### src/rtl/cic_pkg.sv
// Shared types and sizing helpers for the CIC interpolator.
package cic_pkg;

    typedef enum logic {
        ST_IDLE = 1'b0,
        ST_RUN  = 1'b1
    } cic_state_e;

    typedef struct packed {
        int unsigned acc_width;
        int unsigned out_shift;
    } cic_dims_t;

    // Ceiling log2 for elaboration-time sizing.
    function automatic int unsigned cic_log2(int unsigned value);
        int unsigned n;
        n = 0;
        for (int unsigned i = 0; i < 32; i++) begin
            if ((64'd1 << i) < 64'(value)) n = i + 1;
        end
        return n;
    endfunction

    // Accumulator width and output shift giving unity DC gain.
    function automatic cic_dims_t cic_dims(int unsigned data_width,
                                           int unsigned rate,
                                           int unsigned stages);
        cic_dims_t   d;
        int unsigned lg;
        lg          = cic_log2(rate);
        d.acc_width = data_width + stages * lg;
        d.out_shift = (stages - 1) * lg;
        return d;
    endfunction

endpackage

### src/rtl/cic_comb_stage.sv
// One low-rate comb stage: y = x - x_prev, history advanced only when enabled.
module cic_comb_stage #(
    parameter int unsigned WIDTH = 16
) (
    input  logic                    clk,
    input  logic                    rst_n,
    input  logic                    en,
    input  logic signed [WIDTH-1:0] x,
    output logic signed [WIDTH-1:0] y_c
);

    logic signed [WIDTH-1:0] x_prev;

    // Differential-delay register, updated once per accepted sample.
    always_ff @(posedge clk or negedge rst_n) begin
        if (!rst_n) begin
            x_prev <= '0;
        end else if (en) begin
            x_prev <= x;
        end
    end

    assign y_c = x - x_prev;

endmodule

### src/rtl/cic_interpolator.sv
// CIC interpolator: low-rate combs, zero-stuffer, high-rate integrators.
module cic_interpolator
    import cic_pkg::*;
#(
    parameter int unsigned DATA_WIDTH = 16,
    parameter int unsigned RATE       = 8,
    parameter int unsigned STAGES     = 3
) (
    input  logic                         clk,
    input  logic                         reset,
    input  logic signed [DATA_WIDTH-1:0] data_in,
    input  logic                         in_valid,
    output logic                         in_ready,
    output logic signed [DATA_WIDTH-1:0] data_out,
    output logic                         out_valid,
    output logic                         underrun
);

    localparam cic_dims_t   DIMS        = cic_dims(DATA_WIDTH, RATE, STAGES);
    localparam int unsigned ACC_WIDTH   = DIMS.acc_width;
    localparam int unsigned OUT_SHIFT   = DIMS.out_shift;
    localparam int unsigned PHASE_WIDTH = $clog2(RATE);
    localparam logic [PHASE_WIDTH-1:0] LAST_PHASE = PHASE_WIDTH'(RATE - 1);

    cic_state_e                state_q, state_d;
    logic [PHASE_WIDTH-1:0]    phase_q, phase_d;
    logic                      in_ready_d;
    logic                      underrun_d;
    logic                      accept_c;

    logic signed [ACC_WIDTH-1:0] data_ext;
    logic signed [ACC_WIDTH-1:0] comb_out_c;
    logic signed [ACC_WIDTH-1:0] comb_q;
    logic signed [ACC_WIDTH-1:0] stuff_c;
    logic signed [ACC_WIDTH-1:0] shifted_c;
    logic                        out_unused;
    logic [STAGES:0]             run_pipe;

    assign accept_c = in_valid && in_ready;

    // Next state: one input per RATE cycles, drop to IDLE on a missing frame sample.
    always_comb begin
        state_d    = state_q;
        phase_d    = phase_q;
        underrun_d = 1'b0;
        case (state_q)
            ST_IDLE: begin
                if (accept_c) begin
                    state_d = ST_RUN;
                    phase_d = '0;
                end
            end
            ST_RUN: begin
                if (phase_q == LAST_PHASE) begin
                    phase_d = '0;
                    if (!accept_c) begin
                        state_d    = ST_IDLE;
                        underrun_d = 1'b1;
                    end
                end else begin
                    phase_d = phase_q + PHASE_WIDTH'(1);
                end
            end
            default: begin
                state_d = ST_IDLE;
                phase_d = '0;
            end
        endcase
        in_ready_d = (state_d == ST_IDLE) || (phase_d == LAST_PHASE);
    end

    // FSM state plus its registered handshake/status outputs.
    always_ff @(posedge clk or negedge reset) begin
        if (!reset) begin
            state_q  <= ST_IDLE;
            phase_q  <= '0;
            in_ready <= 1'b1;
            underrun <= 1'b0;
        end else begin
            state_q  <= state_d;
            phase_q  <= phase_d;
            in_ready <= in_ready_d;
            underrun <= underrun_d;
        end
    end

    // RUN indication delayed per stage; bit k enables integrator k, last bit is out_valid.
    always_ff @(posedge clk or negedge reset) begin
        if (!reset) begin
            run_pipe <= '0;
        end else begin
            run_pipe <= {run_pipe[STAGES-1:0], state_d == ST_RUN};
        end
    end

    assign out_valid = run_pipe[STAGES];

    assign data_ext = {{(ACC_WIDTH - DATA_WIDTH){data_in[DATA_WIDTH-1]}}, data_in};

    // Comb cascade, advanced only on acceptance.
    for (genvar g = 0; g < STAGES; g++) begin : g_comb
        logic signed [ACC_WIDTH-1:0] x;
        logic signed [ACC_WIDTH-1:0] y;
        if (g == 0) begin : g_first
            assign x = data_ext;
        end else begin : g_rest
            assign x = g_comb[g-1].y;
        end
        cic_comb_stage #(
            .WIDTH(ACC_WIDTH)
        ) u_comb (
            .clk  (clk),
            .rst_n(reset),
            .en   (accept_c),
            .x    (x),
            .y_c  (y)
        );
    end

    assign comb_out_c = g_comb[STAGES-1].y;

    // Comb output register feeding the zero-stuffer.
    always_ff @(posedge clk or negedge reset) begin
        if (!reset) begin
            comb_q <= '0;
        end else if (accept_c) begin
            comb_q <= comb_out_c;
        end
    end

    assign stuff_c = (phase_q == '0) ? comb_q : '0;

    // Integrator cascade; each stage runs while its delayed RUN bit is set so a frozen pipeline drains cleanly.
    for (genvar g = 0; g < STAGES; g++) begin : g_integ
        logic signed [ACC_WIDTH-1:0] din;
        logic signed [ACC_WIDTH-1:0] acc;
        if (g == 0) begin : g_first
            assign din = stuff_c;
        end else begin : g_rest
            assign din = g_integ[g-1].acc;
        end
        always_ff @(posedge clk or negedge reset) begin
            if (!reset) begin
                acc <= '0;
            end else if (run_pipe[g]) begin
                acc <= acc + din;
            end
        end
    end

    assign shifted_c  = g_integ[STAGES-1].acc >>> OUT_SHIFT;
    assign data_out   = shifted_c[DATA_WIDTH-1:0];
    assign out_unused = ^shifted_c[ACC_WIDTH-1:DATA_WIDTH];

endmodule

### config.mk
export PLATFORM = sky130hd
export DESIGN_NAME = cic_interpolator
export DESIGN_NICKNAME = d
export VERILOG_FILES = /design/src/rtl/cic_pkg.sv /design/src/rtl/cic_comb_stage.sv /design/src/rtl/cic_interpolator.sv
export SDC_FILE = /design/constraint.sdc
export NUM_CORES = 1
export LEC_CHECK = 0
export CAP_MARGIN = 20
export CORE_UTILIZATION = 63
export DETAILED_ROUTE_END_ITERATION = 6
export GPL_ROUTABILITY_DRIVEN = 0
export GPL_TIMING_DRIVEN = 0
export MAX_ROUTING_LAYER = met4
export PLACE_DENSITY = 0.86
export SLEW_MARGIN = 10
export SYNTH_ARGS = -nofsm -noshare
export SYNTH_HDL_FRONTEND = slang
export SYNTH_SLANG_ARGS = --single-unit
### constraint.sdc
create_clock -name clk -period 6.6 [get_ports clk]
set_input_delay 0.66 -clock clk [delete_from_list [all_inputs] [get_ports clk]]
set_output_delay 0.66 -clock clk [all_outputs]
set_load 0.05 [all_outputs]
; Word level (Yosys, flattened, before mapping)
; Cells that the tools add are included.
[word_totals]
regBits = 168
[classes]
n_reduce_logical = 3
n_addsub = 7
muxes = 10
bitwise = 2
eq_ne = 2
[ops]
columns = cell, n
row1 = $add A25 B25 Y25, 3
row2 = $mux W25, 1
row3 = $sub A25 B25 Y25, 1
row4 = $sub A17 B17 Y18, 1
row5 = $sub A16 B16 Y17, 1
row6 = $eq A3 B3 Y1 const B, 2
row7 = $mux W3, 2
row8 = $pmux W3 S2, 1
row9 = $mux W1, 5
row10 = $add A3 B1 Y3 const B, 1
row11 = $logic_not A3 Y1, 1
row12 = $not A1 Y1, 2
row13 = $pmux W1 S2, 1
row14 = $logic_and A1 B1 Y1, 1
row15 = $logic_or A1 B1 Y1, 1

; Logic depth before layout (Yosys ltp)
[depth]
word_depth = 6
depth_mapped = 24
ltp_nobuf = 24

; Modules after synthesis
; Synthesis repeated with hierarchy kept, for this count alone.
[hier_totals]
hier_cells = 1580
hier_area_um2 = 13847.0
[modules_own_cells]
columns = mod, seq_area_each_um2, cells_per_inst, area_each_um2, instances
row1 = cic_interpolator, 2428.6, 704, 7020.5, 1
row2 = cic_comb_stage (g_comb[1].u_comb ...), 625.6, 292, 2278.4, 2
row3 = cic_comb_stage (g_comb[0].u_comb), 625.6, 292, 2269.7, 1

; Worst setup path after synthesis
; No wires, ideal clock.
[synth_timing]
path_kind = input port to flip-flop
start = input port data_in[0]
end = register comb_q[17]
n_path_buf = 1
cell_stages = 24
t_arrival_ns = 4.975
required_ns = 6.505
path_slack_ns = 1.529
cell_sequence = inv_1 -> ha_1 -> fa_1 -> nor2b_1 -> o21a_1 -> o21ai_0 -> a21oi_1 -> nor2_1 -> o21ai_0 -> xor2_1 -> ha_1 -> nand2_1 -> nor2_1 -> a21oi_1 -> a21boi_0 -> a31oi_1 -> ha_1 -> clkbuf_1 -> and3_1 -> a221o_1 -> a21oi_1 -> a21oi_1 -> o31a_1 -> o31ai_1
[synth_between]
elab_chain_len = 3
[synth_rtl]
columns = item, line_no
row1 = start: declaration, cic_interpolator.sv:11  ; input logic signed [DATA_WIDTH-1:0] data_in,
row2 = $sub A16 B16 Y17, cic_comb_stage.sv:23  ; assign y_c = x - x_prev;
row3 = via g_comb[0].u_comb.y_c[10], cic_comb_stage.sv:9  ; output logic signed [WIDTH-1:0] y_c
row4 = $sub A17 B17 Y18, cic_comb_stage.sv:23
row5 = via g_comb[1].u_comb.y_c[11], cic_comb_stage.sv:9
row6 = $sub A25 B25 Y25, cic_comb_stage.sv:23
row7 = end signal: assignment, cic_interpolator.sv:127  ; comb_q <= comb_out_c;
row8 = end: declaration, cic_interpolator.sv:33  ; logic signed [ACC_WIDTH-1:0] comb_q;
; The timed path passes the listed nets, and every way through them passes these cells.
; A chain may end at the register's enable or synchronous reset.

; Worst setup path after layout
; Same ends and word-level chain as after synthesis.

==> summary by stage <==
Outcome
The flow ran to the end, but the final reports show violations. The checks that failed: DRC.

Timing
The count of final max-slew check failures is 0. The worst path setup slack after routing is 595.0 ps. On the final layout, the worst clock skew is 8.292 ps. The final-report setup violation count is 0. The final period utilization is 0.9098. Setup repair after global routing left no endpoint under its margin. The transition time at the pin with the least slew margin is 897.7 ps.

Measured against its own limit, the worst slew margin works out to 0.3939. Static timing analysis puts the maximum clock frequency at 0.1665 GHz. The final hold violation count came to 0.

The clock period minus final worst setup slack is 6005 ps.

Setup path
The worst setup path is of the in -> reg kind. Among cell families on the critical path, the largest total delay comes from compound AO/OA/AOI/OAI gates. The slowest stage cell on the critical path is clkdlybuf4s50_1. Data on the critical path is required at its endpoint by 6940 ps.

In this design, the stage delay of the slowest critical-path cell is 460 ps. The critical path data arrival time is 6350 ps. Of all nets on the critical path, the largest fanout is 9. Among the stages of the critical path, the cell type that occurs most often is a21oi_1. STA classifies the critical path endpoint as a register. The count of buffering cells on the critical path with inverters included is 3. STA classifies the critical path startpoint as a primary input.

Clock network
CTS saw 148 sinks. The root buffer selected by CTS is clkbuf_16. The number of clock buffers added by TritonCTS is 17. The post-CTS setup repair buffer count is 0. The TritonCTS clock tree is yes. The number of buffers inserted by hold repair at cts is 0.

At the later pin of the worst-skew pair, clock insertion delay measures 440 ps. The maximum buffer depth of the clock tree is 2. In this run the number of H-tree levels came out at 4.

The clock slew at the register clock pins of the worst setup and hold paths is 60 ps. The post-cts sizing count is 0.

Final layout
From synthesis to final layout, the design area changed by 11.33%. The final-stage net count is 1540. In the final layout, the share of cells above drive strength 1 is 0.08009.

The cell area after layout is 13020 µm². The number of antenna repair diodes is 0.

Floorplan
The die covers 19110 µm². The floorplan step defined a core boundary enclosing 18090 µm². For this configuration, the core starts out at a cell density of 0.6466.

The die boundary width is 138.2 µm. In this run the count of I/O pins placed on the die edge is 38. Measured along the y axis, the die boundary spans 138.2 µm. The floorplan has 49 rows.

Job
Across the run, the number of max-cap violations was 0.

Yosys
The mapped netlist covers 11690 µm². Among all flip-flop cells after synthesis, the most frequent one is dfrtp_1. For this run, asynchronously set or reset flops after synthesis account for 1.000. The post-synthesis net count is 1483. The number of distinct library cell variants in the gate-level netlist after synthesis is 73. In this run, synthesis inferred 0 flip-flops with an integrated enable.

A synthesized cell averages 8.721 µm². In this run, synthesis produced a sequential element count of 148. The share of the Yosys chip area taken by registers is 0.3168. The total of warnings raised by yosys is 0.

dfrtp_1 takes more of the synthesized area than any other cell. Of the post-synthesis cell area, the dominant cell type holds 0.3145. By area the synthesized netlist is led by dfrtp_1 (31%), ha_1 (13%), o21ai_0 (4.8%), mux2_2 (4.6%), a21oi_1 (4.2%).

After technology mapping, the gate count stands at 1341.

Worst hold path
The class of the most critical hold timing path is in -> async.

Route
The number of routed nets with antenna violations is 0. Dividing the detail-routed wire length by the instance count gives 16.56 µm. In the routed layout, each cell is associated on average with a via count of 6.157. The initial DRC count is 604. The iteration count of the initial detailed-routing pass is 7.

The DRC violation count after routing is 10. The final wirelength is 27.15 mm. The overall via count from detail_route is 10098.

Placement
The detailed placer's ending HPWL is 19.67 mm. Port buffering added 37 buffers. In this run the cell area measured after placement is 12380 µm². The pre-CTS setup slack is 232.3 ps.

GRT
The overall overflow remaining after global route is 0. The first global-routing pass estimated 45.95 mm of wire. Entering global routing, the biggest net connects 105 pins. The initial antenna violation count came to 0. Across every metal layer, demand over resource in global routing totals 0.3038.

The via count of the first global-routing pass was 10047.
state kept, by name, summed over array words and instances (netlist names):
| signal | flops |
|---|---|
| phase_q | 3 |
| underrun | 1 |
| run_pipe | 4 |
| g_comb.u_comb.x_prev | 51 |
| in_ready | 1 |
| comb_q | 22 |
| g_integ.acc | 66 |
routing by layer:
| metal | global-route usage | wire [µm] | vias up |
|---|---|---|---|
| li1 | - | - | 4959 |
| met1 | 0.3217 | 11050 | 4806 |
| met2 | 0.5572 | 14280 | 260 |
| met3 | 0.03914 | 843 | 73 |
| met4 | 0.1508 | 975 | 0 |
| met5 | - | 0 | - |
synthesized netlist by cell type, types with 18 or more instances:
cell type / number
nor3_1: 32
mux2_2: 48
nor2_1: 66
o21ai_0: 112
ha_1: 117
xnor2_1: 48
inv_1: 99
nand2_1: 120
o21a_1: 24
xor2_1: 19
nand3_1: 27
a21o_1: 38
nor2b_1: 18
clkbuf_1: 39
a21oi_1: 99
and2_1: 28
dfrtp_1: 147
cells in the final DEF (no fill, tap or decap), types with 28 or more instances in the layout:
cell,instances
nor3_1,32
dfrtp_1,147
a21o_1,38
nand2_1,120
inv_1,99
clkdlybuf4s50_1,36
mux2_2,48
o21ai_0,112
xnor2_1,48
a21oi_1,99
clkbuf_1,40
ha_1,117
and2_1,28
nor2_1,66
area by class of cell:
class                   instances  area (µm²)
clock buffers                  20       456.7
fillers                      1346        5066
inverters                     101       379.1
flip-flops and latches        148        3705
clock inverters                12       178.9
repair buffers                 38       402.9
multi-input cells            1032        7323
well taps                     229       286.5
plain buffers                  60       287.8
path summary, 6_finish.rpt:
check / start / endpoint / slack, ps / cells past startpoint
max in group asynchronous: reset / in_ready$_DFF_PN1_ / 5670 / 2
hold reg to reg: run_pipe[2]$_DFF_PN0_ / run_pipe[3]$_DFF_PN0_ / 410 / 0
min in group clk: run_pipe[2]$_DFF_PN0_ / run_pipe[3]$_DFF_PN0_ / 410 / 0
hold / removal: reset / g_integ[2].acc[1]$_DFFE_PN0P_ / 100 / 1
setup reg to reg: g_comb[0].u_comb.x_prev[0]$_DFFE_PN0P_ / comb_q[17]$_DFFE_PN0P_ / 930 / 23
setup / recovery: data_in[0] / comb_q[17]$_DFFE_PN0P_ / 600 / 25
worst reg2reg max path, cell delays in order (launching register included):
cell and delay [ps]:
dfrtp_1 390, ha_1 220, fa_1 410, nor2b_1 170
o21a_1 160, o21ai_0 120, a21oi_1 290, nor2_1 140
o21ai_0 300, xor2_1 130, ha_1 400, nand2_1 110
nor2_1 260, a21oi_1 160, a21boi_0 170, a31oi_1 270
ha_1 270, clkbuf_1 180, and3_1 220, a221o_1 320
a21oi_1 200, a21oi_1 160, o31a_1 310, o31ai_1 210
through the flow:
stage                     cells  setup TNS (ps)    util  hold slack [ps]
after floorplan            1341               0       -            364.4
after global placement     1607         -141620  0.6829            390.6
after detailed placement   1608               0  0.6847            402.7
after CTS                  1640               0  0.7199            106.0
after global routing       1640               0  0.7199            118.8
final                      1640               0  0.7199            101.7
logic make-up (layout without fill, tap and decap cells):
kind of cell	after synthesis	after routing	share of synthesized area
flops	148	148	0.3168
mux	51	51	0.04879
simple gates	377	377	0.1598
buf+inv	161	231	0.05702
xor+xnor	67	67	0.05018
compound gates	414	414	0.2319
fa+ha+maj	123	123	0.1354
Power is not shown: default switching activity piles up to over one toggle a cycle in this logic, so the estimate is an artifact.
